[config.mk]
export PLATFORM = sky130hd
export DESIGN_NAME = audio_mix_sched
export DESIGN_NICKNAME = d
export VERILOG_FILES = /design/src/rtl/audio_mix_sched.sv
export SDC_FILE = /design/constraint.sdc
export NUM_CORES = 1
export LEC_CHECK = 0
export CORE_ASPECT_RATIO = 1.1
export CORE_UTILIZATION = 41
export CTS_BUF_LIST = sky130_fd_sc_hd__clkbuf_8 sky130_fd_sc_hd__clkbuf_16
export DETAILED_ROUTE_END_ITERATION = 10
export HOLD_SLACK_MARGIN = 0.06
export PLACE_DENSITY_LB_ADDON = 0.15
export REMOVE_ABC_BUFFERS = 1
export SETUP_SLACK_MARGIN = 0.4
export SYNTH_ARGS = -nofsm -noshare
export SYNTH_HDL_FRONTEND = slang
export SYNTH_SLANG_ARGS = --single-unit
[constraint.sdc]
create_clock -name clk -period 10.35 [get_ports clk]
set_input_delay 1.035 -clock clk [delete_from_list [all_inputs] [get_ports clk]]
set_output_delay 1.035 -clock clk [all_outputs]
set_load 0.01 [all_outputs]
[src/rtl/audio_mix_sched.sv]
// Per-sample audio mixer: one shared signed multiplier applies per-source gain to
// PSG/PCM left/right, sums each channel and saturates to 16 bits.
module audio_mix_sched #(
  parameter int unsigned GAIN_W = 6
) (
  input  logic              clk,
  input  logic              rst,
  input  logic              next_sample,
  input  logic [15:0]       psg_left,
  input  logic [15:0]       psg_right,
  input  logic [15:0]       pcm_left,
  input  logic [15:0]       pcm_right,
  input  logic [GAIN_W-1:0] gain_psg,
  input  logic [GAIN_W-1:0] gain_pcm,
  input  logic              overrun_clr,
  output logic [15:0]       left_out,
  output logic [15:0]       right_out,
  output logic              out_valid,
  output logic              busy,
  output logic              overrun
);

  localparam int unsigned SMP_W  = 16;
  localparam int unsigned PROD_W = SMP_W + GAIN_W + 1;
  localparam int unsigned P_W    = 17;
  localparam int unsigned ACC_W  = 18;
  localparam int unsigned SHIFT  = GAIN_W - 1;

  localparam logic [2:0] ST_IDLE = 3'd0;
  localparam logic [2:0] ST_M0   = 3'd1;
  localparam logic [2:0] ST_M1   = 3'd2;
  localparam logic [2:0] ST_M2   = 3'd3;
  localparam logic [2:0] ST_M3   = 3'd4;
  localparam logic [2:0] ST_SAT  = 3'd5;

  localparam logic signed [ACC_W-1:0] SAT_MAX = ACC_W'(32767);
  localparam logic signed [ACC_W-1:0] SAT_MIN = ACC_W'(-32768);

  logic [2:0]              state, state_nxt;
  logic                    load_c, pend_nxt, ovr_nxt, pending;
  logic signed [SMP_W-1:0] snap_psg_l, snap_psg_r, snap_pcm_l, snap_pcm_r;
  logic [GAIN_W-1:0]       snap_gain_psg, snap_gain_pcm;
  logic signed [ACC_W-1:0] acc_l, acc_r;
  logic signed [SMP_W-1:0] mul_x;
  logic [GAIN_W-1:0]       mul_g;
  logic signed [PROD_W-1:0] x_ext, g_ext, prod_c;
  logic signed [P_W-1:0]   p_c;

  function automatic logic [SMP_W-1:0] sat16(input logic signed [ACC_W-1:0] a);
    if (a > SAT_MAX)      return 16'h7fff;
    else if (a < SAT_MIN) return 16'h8000;
    else                  return SMP_W'(a);
  endfunction

  // Operand select for the single shared multiplier
  always_comb begin
    mul_x = snap_psg_l;
    mul_g = snap_gain_psg;
    case (state)
      ST_M1: begin mul_x = snap_pcm_l; mul_g = snap_gain_pcm; end
      ST_M2: begin mul_x = snap_psg_r; mul_g = snap_gain_psg; end
      ST_M3: begin mul_x = snap_pcm_r; mul_g = snap_gain_pcm; end
      default: ;
    endcase
  end

  assign x_ext  = PROD_W'(mul_x);
  assign g_ext  = PROD_W'({1'b0, mul_g});
  assign prod_c = x_ext * g_ext;
  assign p_c    = P_W'(prod_c >>> SHIFT);

  // Next state, snapshot load and request/overrun bookkeeping
  always_comb begin
    state_nxt = state;
    load_c    = 1'b0;
    pend_nxt  = pending;
    ovr_nxt   = overrun;
    if (overrun_clr) ovr_nxt = 1'b0;
    case (state)
      ST_IDLE: begin
        if (next_sample) begin
          load_c    = 1'b1;
          state_nxt = ST_M0;
        end
      end
      ST_M0, ST_M1, ST_M2, ST_M3: begin
        state_nxt = state + 3'd1;
        if (next_sample) begin
          if (pending) ovr_nxt  = 1'b1;
          else         pend_nxt = 1'b1;
        end
      end
      ST_SAT: begin
        if (pending || next_sample) begin
          load_c    = 1'b1;
          state_nxt = ST_M0;
          pend_nxt  = pending && next_sample;
        end else begin
          state_nxt = ST_IDLE;
        end
      end
      default: state_nxt = ST_IDLE;
    endcase
  end

  always_ff @(posedge clk) begin
    if (rst) begin
      state         <= ST_IDLE;
      pending       <= 1'b0;
      overrun       <= 1'b0;
      busy          <= 1'b0;
      out_valid     <= 1'b0;
      left_out      <= '0;
      right_out     <= '0;
      acc_l         <= '0;
      acc_r         <= '0;
      snap_psg_l    <= '0;
      snap_psg_r    <= '0;
      snap_pcm_l    <= '0;
      snap_pcm_r    <= '0;
      snap_gain_psg <= '0;
      snap_gain_pcm <= '0;
    end else begin
      state     <= state_nxt;
      pending   <= pend_nxt;
      overrun   <= ovr_nxt;
      busy      <= (state_nxt != ST_IDLE);
      out_valid <= (state == ST_SAT);
      if (load_c) begin
        snap_psg_l    <= psg_left;
        snap_psg_r    <= psg_right;
        snap_pcm_l    <= pcm_left;
        snap_pcm_r    <= pcm_right;
        snap_gain_psg <= gain_psg;
        snap_gain_pcm <= gain_pcm;
        acc_l         <= '0;
        acc_r         <= '0;
      end
      case (state)
        ST_M0:  acc_l <= ACC_W'(p_c);
        ST_M1:  acc_l <= acc_l + ACC_W'(p_c);
        ST_M2:  acc_r <= ACC_W'(p_c);
        ST_M3:  acc_r <= acc_r + ACC_W'(p_c);
        ST_SAT: begin
          left_out  <= sat16(acc_l);
          right_out <= sat16(acc_r);
        end
        default: ;
      endcase
    end
  end

endmodule
==> results.md <==
* Number of endpoints failing setup at the final stage at 0
* Initial antenna violation count at 1
* Register-to-register setup slack at about 1200 ps
* Count of TritonRoute iterations in the first routing pass at 6
* Startpoint of the most critical setup path: state[0]
* Total wire length at roughly 27 mm
* Total Negative Setup Slacks at 0 ps
* Number of different library cells in the post-synthesis netlist at between 60 and 70
* Sink count of the clock tree at 151
* Result of the run: complete, no violations
* Residual DRC count at 0
* Cells after Synth at 1303
* Normalized max-slew margin at 0.2569
* Number of max-slew violations in the final report at 0
* Delay contributed by the slowest stage of the critical path at between 500 and 600 ps
* Clock insertion delay at the later pin of the skew report at 430 ps
* Peak VDD IR at between 0.09 and 0.1 mV
* Final hold violation count at 0
* Maximum number of pins on one net before global-route repair at 79
* HPWL after detailed placement at 20.01 mm
* Sequential cell area fraction in the yosys report at 0.2853
* Top_reg_cell synth: sky130_fd_sc_hd__dfxtp_1
* Final Instance Area at ~13000 sq um
* Average routed wire per standard cell at ~15 um
* Cell area power density at between 150 and 200 nW/um^2
* Cell mode on critical path: sky130_fd_sc_hd__inv_1
* Average instance area after synthesis at ~8 sq um
* Cell area after synthesis at around 11000 sq um
* Reg-to-reg critical path endpoint: acc_r[17]
* Crit path DAT at between 9000 and 10000 ps
* # Post-CTS Setup Buffers at 0
* Clock tree root driver cell: sky130_fd_sc_hd__clkbuf_16
* Layout-stage area growth over the synthesis result at 19.35%
* Number of levels the H-tree was split into at 4
* Cell area reported after detailed placement at ~12000 sq um
* Vias in the first global route at a little over 9000
* Core Box Area at 25340 sq um
* Clock tree from TritonCTS: done
* Quantity of hold-fixing buffers added after cts at 0
* Kind of capture point of the worst setup path: flip-flop
* Most instantiated library cell after synthesis: sky130_fd_sc_hd__nand2_1
* Pre-CTS WS at approximately 850 ps
* Final weighted congestion in routability-driven placement at 0.9111
* Min-Delay Endpoint: left_out[12]
* Final antenna diode count at 0
* Number of routed nets with antenna violations at 0
* Class of the most critical setup path: flip-flop to flip-flop
* Starting density of the core at 0.4181
* Worst min-delay path category: flip-flop to flip-flop
* All-Layer GR Usage at 0.2155
* Period utilization at 0.8886
* Element type at the critical path start: flip-flop
* Top fanout value on the critical path at 18
* Cell type of the slowest stage on the worst timing path: sky130_fd_sc_hd__a2111oi_2
* Flop and latch count out of synthesis at around 150
* Placement row count at 61
* Number of buffers on the longest clock path at 2
* Unrepaired setup endpoints after global routing: false
* Library cell with the largest summed area after synthesis: sky130_fd_sc_hd__dfxtp_1
* Synthesis warning total at 0
* Wire length of the first global-routing pass at about 46 mm
* Count of flip-flops with a built-in enable after synthesis at 0
* Share of the core filled with cells in the final layout at 0.4990
* Share of flip-flops with an asynchronous set or reset after synthesis at 0
* Y dimension of the die at between 150 and 200 um
* Worst hold path startpoint: left_out[12]
* Required time reported for the critical path endpoint at approximately 11000 ps
* GR Overflow Total at 0
* Worst reg2reg startpoint: state[0]
* Clock slew at reported path FFs at ~70 ps
* Worst Setup Slack, final at between 1000 and 1500 ps
* TritonCTS Buffers at 17
* Cell leakage power at around 5.4 nW
* Final net count at ~1600
* Layout cells sized above 1 at 0.05849
* Most area-consuming cells after synthesis: sky130_fd_sc_hd__dfxtp_1 29%, sky130_fd_sc_hd__fa_1 12%, sky130_fd_sc_hd__ha_1 9.6%
* Worst Max-Slew Pin Slew at around 1100 ps
* Min Tclk post-route at about 9000 ps
* Num ports at ~120
* Via-per-instance ratio at 5.226
* Fraction of post-synthesis cell area in the top cell type by area at 0.2853
* Maximum clock frequency at roughly 0.11 GHz
* Max_cap viols at 0
* Number of I/O port buffers at 114
* Top cells by instance count after synthesis: 239 x sky130_fd_sc_hd__nand2_1, 151 x sky130_fd_sc_hd__dfxtp_1, 142 x sky130_fd_sc_hd__a21oi_1
* Clock Skews at ~8.0 ps
* DR vias at roughly 9000
* Worst hold margin at 447.4 ps
* Die width at 155.3 um
* Hold depth at 2
* Reg2Reg Depth at 33
* DIE AREA at approximately 26000 sq um
* 1st-iter DRT viols at between 600 and 700
==> how the worst max path moves through the flow <==
stage / end / slack [ps] / cells past startpoint
after floorplan: acc_r[17] / 1720 / 31
after global placement: acc_l[17] / 1210 / 33
after detailed placement: acc_l[17] / 850 / 32
after CTS: acc_l[17] / 820 / 32
after global routing: acc_r[17] / 430 / 34
final: acc_r[17] / 1150 / 33
==> routing by layer <==
metal  up-vias  track usage  wire (um)
met5         -            0         17
met4         2      0.08184        592
met3        35      0.02786        819
met2       198       0.3796      13180
met1      4280       0.2678      12180
li1       4620            -          -
==> through the flow <==
step,power (mW),std cells
3_3_place_gp,1.542,1716
3_5_place_dp,1.561,1716
6_report,2.175,1748
4_1_cts,2.191,1748
2_1_floorplan,1.304,1237
5_1_grt,2.340,1748
==> layout make-up <==
type | instances | area [sq um]
clock buffer | 17 | 425.4
clock inverter | 15 | 156.4
fill | 2544 | 12700
inverter | 104 | 390.4
multi-input combinational | 982 | 6934
sequential | 151 | 3023
tap | 346 | 432.9
timing repair buffer | 133 | 1281
==> flip-flops by register name, summed over array words and instances, names as in the netlist <==
signal and flops:
acc_l 18, acc_r 18, left_out 16, right_out 16, snap_pcm_l 16, snap_pcm_r 16
snap_psg_l 16, snap_psg_r 16, snap_gain_pcm 6, snap_gain_psg 6, state 3, busy 1
out_valid 1, overrun 1, pending 1
==> placed cells by master (no fill, tap or decap), types with 6 or more instances in the layout <==
cell type | synthesis | routed
sky130_fd_sc_hd__nor2b_1 | 9 | 9
sky130_fd_sc_hd__a211oi_1 | 8 | 8
sky130_fd_sc_hd__nand2_1 | 239 | 239
sky130_fd_sc_hd__nand3_1 | 7 | 7
sky130_fd_sc_hd__a21oi_1 | 142 | 142
sky130_fd_sc_hd__or3_1 | 11 | 11
sky130_fd_sc_hd__a21o_1 | 13 | 13
sky130_fd_sc_hd__o21ai_1 | 4 | 8
sky130_fd_sc_hd__xnor2_1 | 34 | 34
sky130_fd_sc_hd__or2_2 | 9 | 9
sky130_fd_sc_hd__dfxtp_1 | 151 | 151
sky130_fd_sc_hd__nand2b_1 | 12 | 12
sky130_fd_sc_hd__nor2_1 | 131 | 131
sky130_fd_sc_hd__inv_6 | 0 | 6
sky130_fd_sc_hd__fa_1 | 66 | 66
sky130_fd_sc_hd__clkdlybuf4s50_1 | 0 | 113
sky130_fd_sc_hd__mux2i_1 | 6 | 6
sky130_fd_sc_hd__o21ai_0 | 59 | 54
sky130_fd_sc_hd__buf_4 | 0 | 20
sky130_fd_sc_hd__inv_1 | 104 | 104
sky130_fd_sc_hd__ha_1 | 81 | 81
sky130_fd_sc_hd__a222oi_1 | 41 | 41
sky130_fd_sc_hd__xor2_1 | 15 | 15
sky130_fd_sc_hd__clkbuf_16 | 0 | 17
sky130_fd_sc_hd__nor3_1 | 15 | 15
==> kinds of logic after synthesis <==
group / synth area share
and+or+nand+nor: 0.1831
muxes: 0.009212
DFF: 0.2853
buffers and inverters: 0.06236
AOI/OAI and AO/OA: 0.1976
adders and majority gates: 0.2204
xor gates and xnor gates: 0.04205
==> worst max-delay path: cells and delay by family (launching register included) <==
kind | cells | cell delay [ps]
and+or+nand+nor | 9 | 1530
DFF | 1 | 400
muxes | 1 | 450
adders and majority gates | 7 | 3110
buffers and inverters | 5 | 280
AOI/OAI and AO/OA | 10 | 2920
xor gates and xnor gates | 1 | 370
==> report_power, final <==
part           total (mW)  internal [mW]  switching (mW)
Sequential          0.678          0.642          0.0362
Clock               0.627          0.341           0.286
Combinational       0.870          0.319           0.551
==> repair_timing <==
action,in CTS,in global routing
endpoints found under the setup margin,0,5
hold endpoints to repair,0,0
resized for setup,0,6
No activity file was read; power rests on OpenSTA's default activity.
